**src/rtl/pipe_stage_elastic.sv**
```systemverilog
// pipe_stage_elastic
//   Elastic EX->MEM pipeline register with STAGES slots and a valid/ready
//   handshake. Entries advance into empty downstream slots even while the
//   consumer stalls, so bubbles close up. A flush squashes every in-flight
//   entry. Saturating counters record stall and flush cycles.
//
// Ports
//   clk_i, rst_i                 clock, asynchronous active-high reset
//   in_valid_i / in_ready_o      upstream handshake
//   alu_res_i, wr_data_i,
//   rd_addr_i, ctrl_i            incoming payload
//   flush_i                      squash all entries on this edge
//   out_valid_o / out_ready_i    downstream handshake
//   alu_res_o, wr_data_o,
//   rd_addr_o, ctrl_o            last-slot payload (ctrl_o zero when invalid)
//   occupancy_o                  registered count of valid slots
//   stall_cnt_o, flush_cnt_o     saturating performance counters
module pipe_stage_elastic #(
  parameter int DATA_W = 32,
  parameter int ADDR_W = 5,
  parameter int CTRL_W = 4,
  parameter int STAGES = 1,
  parameter int CNT_W  = 16
) (
  input  logic              clk_i,
  input  logic              rst_i,
  input  logic              in_valid_i,
  output logic              in_ready_o,
  input  logic [DATA_W-1:0] alu_res_i,
  input  logic [DATA_W-1:0] wr_data_i,
  input  logic [ADDR_W-1:0] rd_addr_i,
  input  logic [CTRL_W-1:0] ctrl_i,
  input  logic              flush_i,
  output logic              out_valid_o,
  input  logic              out_ready_i,
  output logic [DATA_W-1:0] alu_res_o,
  output logic [DATA_W-1:0] wr_data_o,
  output logic [ADDR_W-1:0] rd_addr_o,
  output logic [CTRL_W-1:0] ctrl_o,
  output logic [2:0]        occupancy_o,
  output logic [CNT_W-1:0]  stall_cnt_o,
  output logic [CNT_W-1:0]  flush_cnt_o
);

  logic [STAGES-1:0] valid_q, valid_d;
  logic [DATA_W-1:0] alu_res_q [STAGES];
  logic [DATA_W-1:0] alu_res_d [STAGES];
  logic [DATA_W-1:0] wr_data_q [STAGES];
  logic [DATA_W-1:0] wr_data_d [STAGES];
  logic [ADDR_W-1:0] rd_addr_q [STAGES];
  logic [ADDR_W-1:0] rd_addr_d [STAGES];
  logic [CTRL_W-1:0] ctrl_q    [STAGES];
  logic [CTRL_W-1:0] ctrl_d    [STAGES];
  logic [2:0]        occupancy_q, occupancy_d;
  logic [CNT_W-1:0]  stall_cnt_q, stall_cnt_d;
  logic [CNT_W-1:0]  flush_cnt_q, flush_cnt_d;

  // mv[k] means slot k hands its entry onward this cycle.
  logic [STAGES-1:0] mv;
  logic              in_ready;
  logic              accept;

  // Move chain resolved from the output end backwards: a slot can take a new
  // entry if it is empty or its own entry is leaving.
  always_comb begin
    mv = '0;
    mv[STAGES-1] = valid_q[STAGES-1] & out_ready_i;
    for (int k = STAGES - 1; k >= 1; k--) begin
      mv[k-1] = valid_q[k-1] & (~valid_q[k] | mv[k]);
    end
    // Flush discards whatever is accepted, so upstream is never held off.
    in_ready = ~valid_q[0] | mv[0] | flush_i;
    accept   = in_valid_i & in_ready;
  end

  // Next state: a slot that loads takes its upstream payload; a slot that is
  // vacated without a replacement drops its valid bit but keeps its payload.
  always_comb begin
    valid_d   = valid_q;
    alu_res_d = alu_res_q;
    wr_data_d = wr_data_q;
    rd_addr_d = rd_addr_q;
    ctrl_d    = ctrl_q;

    if (accept) begin
      valid_d[0]   = 1'b1;
      alu_res_d[0] = alu_res_i;
      wr_data_d[0] = wr_data_i;
      rd_addr_d[0] = rd_addr_i;
      ctrl_d[0]    = ctrl_i;
    end else if (mv[0]) begin
      valid_d[0] = 1'b0;
    end

    for (int k = 1; k < STAGES; k++) begin
      if (mv[k-1]) begin
        valid_d[k]   = 1'b1;
        alu_res_d[k] = alu_res_q[k-1];
        wr_data_d[k] = wr_data_q[k-1];
        rd_addr_d[k] = rd_addr_q[k-1];
        ctrl_d[k]    = ctrl_q[k-1];
      end else if (mv[k]) begin
        valid_d[k] = 1'b0;
      end
    end

    if (flush_i) begin
      valid_d = '0;
    end

    occupancy_d = '0;
    for (int k = 0; k < STAGES; k++) begin
      occupancy_d = occupancy_d + 3'(valid_d[k]);
    end

    stall_cnt_d = stall_cnt_q;
    if (valid_q[STAGES-1] && !out_ready_i && stall_cnt_q != '1) begin
      stall_cnt_d = stall_cnt_q + CNT_W'(1);
    end

    flush_cnt_d = flush_cnt_q;
    if (flush_i && flush_cnt_q != '1) begin
      flush_cnt_d = flush_cnt_q + CNT_W'(1);
    end
  end

  always_ff @(posedge clk_i or posedge rst_i) begin
    if (rst_i) begin
      valid_q     <= '0;
      occupancy_q <= '0;
      stall_cnt_q <= '0;
      flush_cnt_q <= '0;
      for (int k = 0; k < STAGES; k++) begin
        alu_res_q[k] <= '0;
        wr_data_q[k] <= '0;
        rd_addr_q[k] <= '0;
        ctrl_q[k]    <= '0;
      end
    end else begin
      valid_q     <= valid_d;
      occupancy_q <= occupancy_d;
      stall_cnt_q <= stall_cnt_d;
      flush_cnt_q <= flush_cnt_d;
      for (int k = 0; k < STAGES; k++) begin
        alu_res_q[k] <= alu_res_d[k];
        wr_data_q[k] <= wr_data_d[k];
        rd_addr_q[k] <= rd_addr_d[k];
        ctrl_q[k]    <= ctrl_d[k];
      end
    end
  end

  assign in_ready_o  = in_ready;
  assign out_valid_o = valid_q[STAGES-1];
  assign alu_res_o   = alu_res_q[STAGES-1];
  assign wr_data_o   = wr_data_q[STAGES-1];
  assign rd_addr_o   = rd_addr_q[STAGES-1];
  assign ctrl_o      = valid_q[STAGES-1] ? ctrl_q[STAGES-1] : '0;
  assign occupancy_o = occupancy_q;
  assign stall_cnt_o = stall_cnt_q;
  assign flush_cnt_o = flush_cnt_q;

endmodule

```
**config.mk**
```make
export PLATFORM = sky130hd
export DESIGN_NAME = pipe_stage_elastic
export DESIGN_NICKNAME = d
export VERILOG_FILES = /design/src/rtl/pipe_stage_elastic.sv
export SDC_FILE = /design/constraint.sdc
export NUM_CORES = 1
export LEC_CHECK = 0
export CAP_MARGIN = 20
export CORE_UTILIZATION = 46
export DETAILED_ROUTE_END_ITERATION = 7
export GPL_TIMING_DRIVEN = 0
export PLACE_DENSITY = 0.9
export SETUP_SLACK_MARGIN = 0.5
export SKIP_CTS_REPAIR_TIMING = 1
export SKIP_LAST_GASP = 1
export SLEW_MARGIN = 20
export SYNTH_ARGS = -nofsm -noshare
export SYNTH_HDL_FRONTEND = slang
export SYNTH_SLANG_ARGS = --single-unit
```
**constraint.sdc**
```tcl
create_clock -name clk_i -period 11.6 [get_ports clk_i]
set_clock_uncertainty 0.05 [all_clocks]
set_input_delay 3.48 -clock clk_i [delete_from_list [all_inputs] [get_ports clk_i]]
set_output_delay 3.48 -clock clk_i [all_outputs]
set_load 0.02 [all_outputs]
```
Yosys cells after proc, flatten, opt, wreduce, memory -nomap -nowiden
Index checks and enable logic that the tools add are counted.
- word-level logic and storage cells: 25
- input port bits: 78
- register bits: 106
- equal/unequal tests: 2
- bitwise logic cells: 5
- multiplexer cells: 4
- add/subtract/negate cells: 2
- reductions and logical operators: 5
- operator list (operator ; number):
    $add A16 B1 Y16 const B ; 2
    $ne A16 B16 Y1 const B ; 2
    $mux W4 ; 1
    $logic_and A1 B1 Y1 ; 3
    $mux W1 ; 3
    $reduce_bool A3 Y1 ; 1
    $and A1 B1 Y1 ; 2
    $or A1 B1 Y1 ; 2
    $logic_not A1 Y1 ; 1
    $not A1 Y1 ; 1

Logic depth before layout (Yosys ltp)
- depth in word-level cells: 6
- gate-level depth with buffers: 5
- depth with buffers taken out: 5

Least setup slack after synthesis
OpenSTA, ideal clock, no wires.
- kind: input-to-output
- start: in out_ready_i
- end: out in_ready_o
- slack: 4188 ps
- stages: 2
- path buffers: 0
- arrival: 3882 ps
- data required time: 8070 ps
- cells stage by stage: and2b_1 > nand2b_1
- cells in the longest elaborated chain, start to end: 3
- RTL lines (element ; line ; RTL):
    from (decl) ; 35 ; input logic out_ready_i,
    $and A1 B1 Y1 ; 67 ; mv[STAGES-1] = valid_q[STAGES-1] & out_ready_i;
    $or A1 B1 Y1 (2 in series) ; 72 ; in_ready = ~valid_q[0] | mv[0] | flush_i;
    to (decl) ; 28 ; output logic in_ready_o,
Every way passes these cells.

Final worst setup path
Same ends and word-level chain as after synthesis.

==> reports/qor.csv <==
stage,metric,value,unit
critical_path,cp-startpoint,out_ready_i,
critical_path,cpMostUsedCell,clkdlybuf4s50_1,
floorplanning,initial_utilization,0.4761,
timing,slew_violations,0,
detailed_routing,vias_per_cell,4.928,
critical_path,critical-path-max-stage-delay,610,ps
yosys,yosysMostFrequentCell,dfrtp_1,
critical_path,arrival,4900,ps
detailed_routing,routed_wl,9.936,mm
timing,rsz0062_at_grt,false,
power_and_ir_drop,p_per_area,149.2,nW/um2
cells_and_area,layout-drive-gt1-share,0.2240,
placed_design,pre_cts_ws,3165,ps
clocking,cts_inserted_buffers,9,
yosys,ys_types,32,
timing,period_share,0.7267,
grt,grt_antenna_before_repair,0,
min_path,hp-class,reg -> reg,
floorplanning,die_width,99.80,um
yosys,synthTopCellsByCount,"dfrtp_1 (106), mux2_2 (75), xor2_1 (23)",
clocking,clock_latency,360,ps
yosys,synth_top_area_share,0.6030,
yosys,synthArstFlopShare,1.000,
critical_path,crit_required,8070,ps
yosys,synth_area_leader_cell,dfrtp_1,
yosys,yosysWarnings,0,
power_and_ir_drop,p_leak,2.888,nW
critical_path,start_kind,input port,
clocking,cts.sinks,106,
run_status,status,"complete, no violations",
floorplanning,row_count,35,
timing,max_freq,118.6,MHz
cells_and_area,fin_nets,584,
floorplanning,top_level_ports,188,
floorplanning,die-area,9959,um2
clocking,cts.clk_slew.worst_paths,90,ps
grt,grt_max_degree,57,
clocking,tritoncts,done,
cells_and_area,final_cell_area,6659,um2
timing,fin_ws,3170,ps
yosys,netlist_area,4399,um2
detailed_routing,drt-initial-drc-count,40,
detailed_routing,drcViolationCount,0,
grt,grt_use_total,0.2042,
cells_and_area,synthToLayoutAreaGrowth,51.37,%
placed_design,dp_hpwl,7.482,mm
timing,worst_pin_slew,551.2,ps
yosys,synth.area.top_cells,"dfrtp_1 (60%), mux2_2 (19%), xor2_1 (4.6%)",
detailed_routing,wl_per_cell,15.57,um
critical_path,reg2reg_from,flush_cnt_o[0]$_DFFE_PP0P_,
job,drv_cap,0,
timing,relSlewSlack,0.6297,
timing,tns,0,ps
yosys,syn_area_per_cell,14.38,um2
placed_design,io_buffers,185,
critical_path,critPathCaptureType,primary output,
floorplanning,placeableCoreArea,9240,um2
detailed_routing,drt-pass1-iter-count,4,
critical_path,worstPathCellList,"clkdlybuf4s50_1, and2b_1, nand2b_1, clkdlybuf4s50_1",
yosys,syn_inst,306,
placed_design,dpl_cell_area,6449,um2
clocking,root_buffer,clkbuf_8,
clocking,htree_levels,3,
critical_path,timing.rr.end,flush_cnt_o[1]$_DFFE_PP0P_,
timing,finalCriticalPeriod,8430,ps
yosys,synth_ff_type,dfrtp_1,
critical_path,endpoint,in_ready_o,
cells_and_area,num_antenna_cells,0,
timing,final-hold-violation-count,0,
yosys,ys_ff_latch,106,
detailed_routing,via_count,3144,
power_and_ir_drop,total_power,993.5,uW
critical_path,r2r_cells,4,
grt,overflow,0,
critical_path,critPathMaxFanout,5,
grt,grt_pass1_wl,15.86,mm
critical_path,critical-path-slowest-cell,clkdlybuf4s50_1,
grt,grt_pass1_vias,3264,
clocking,clockBufferDepth,2,
critical_path,rrSetupSlack,9610,ps
yosys,synth_edf_count,0,
detailed_routing,ant_nets,0,
timing,setup_viol,0,
yosys,ys_seq_area_frac,0.6030,
power_and_ir_drop,max-vdd-ir-drop,0.0001228,V
placed_design,gp_congestion,0.7991,
floorplanning,die_h,99.80,um
critical_path,timing.setup.critical_path_class,in -> out,
[worst max-delay path: cells and delay by family]
kind                   cells  cell delay (ps)
AND/OR/NAND/NOR            2              340
buffers and inverters      2             1070
[power breakdown]
group	internal [mW]	switching, mW
clock network	0.108	0.128
registers	0.420	0.0467
logic	0.159	0.132
[cells in the final DEF, fill, tap and decap left out, types with 6 or more instances in the layout]
cell type / netlist / final
nor4_1: 6 / 6
xor2_1: 23 / 23
clkbuf_8: 0 / 10
clkdlybuf4s50_1: 0 / 185
dfrtp_1: 106 / 106
nand3_1: 7 / 7
buf_4: 10 / 10
nand4_1: 7 / 7
mux2_2: 75 / 75
nor3_1: 11 / 11
nand2_1: 13 / 13
nor2_1: 10 / 10
[area by class of cell]
class,count,area (um2)
timing repair buffer,186,1879
buffer,10,75.07
fill,685,2581
sequential,106,2653
multi-input combinational,188,1664
clock inverter,6,72.57
inverter,3,16.27
clock buffer,10,137.6
tap,129,161.4
[layer usage]
layer	global-route usage	routed length [um]	vias to the layer above
li1	-	-	1479
met1	0.2394	3976	1536
met2	0.3645	5136	119
met3	0.05780	707	10
met4	0.05995	115	0
met5	0	0	-
[worst min path at each step]
stage | slack [ps] | cells past startpoint | startpoint | end
after floorplan | 420 | 1 | ctrl_q[0]$_DFFE_PP0P_ | ctrl_q[0]$_DFFE_PP0P_
after global placement | 430 | 1 | ctrl_q[0]$_DFFE_PP0P_ | ctrl_q[0]$_DFFE_PP0P_
after detailed placement | 440 | 1 | ctrl_q[1]$_DFFE_PP0P_ | ctrl_q[1]$_DFFE_PP0P_
after CTS | 460 | 1 | stall_cnt_o[15]$_DFFE_PP0P_ | stall_cnt_o[15]$_DFFE_PP0P_
after global routing | 470 | 1 | wr_data_o[26]$_DFFE_PP0P_ | wr_data_o[26]$_DFFE_PP0P_
final | 450 | 1 | stall_cnt_o[15]$_DFFE_PP0P_ | stall_cnt_o[15]$_DFFE_PP0P_
[through the flow]
step / std cells / hold slack, ps / util
4_1_cts: 638 / 457.0 / 0.7207
3_3_place_gp: 621 / 431.4 / 0.6944
2_1_floorplan: 307 / 420.4 / -
6_report: 638 / 454.4 / 0.7207
5_1_grt: 638 / 469.1 / 0.7207
3_5_place_dp: 622 / 441.5 / 0.6979
[state kept, by name, indices dropped and copies added, names as in the netlist]
name         flops
alu_res_o       32
ctrl_q           4
flush_cnt_o     16
occupancy_o      1
rd_addr_o        5
stall_cnt_o     16
wr_data_o       32
[kinds of logic (layout without fill, tap and decap cells)]
kind of cell,Yosys count,after routing,share of synthesized area
AOI/OAI and AO/OA,4,4,0.01252
xor gates and xnor gates,28,28,0.05574
adders and majority gates,2,2,0.005687
buffers and inverters,13,215,0.01962
DFF,106,106,0.6030
muxes,77,77,0.1988
other,1,2,0.0008524
and+or+nand+nor,75,75,0.1038
Power figures use the tool's default switching activity.
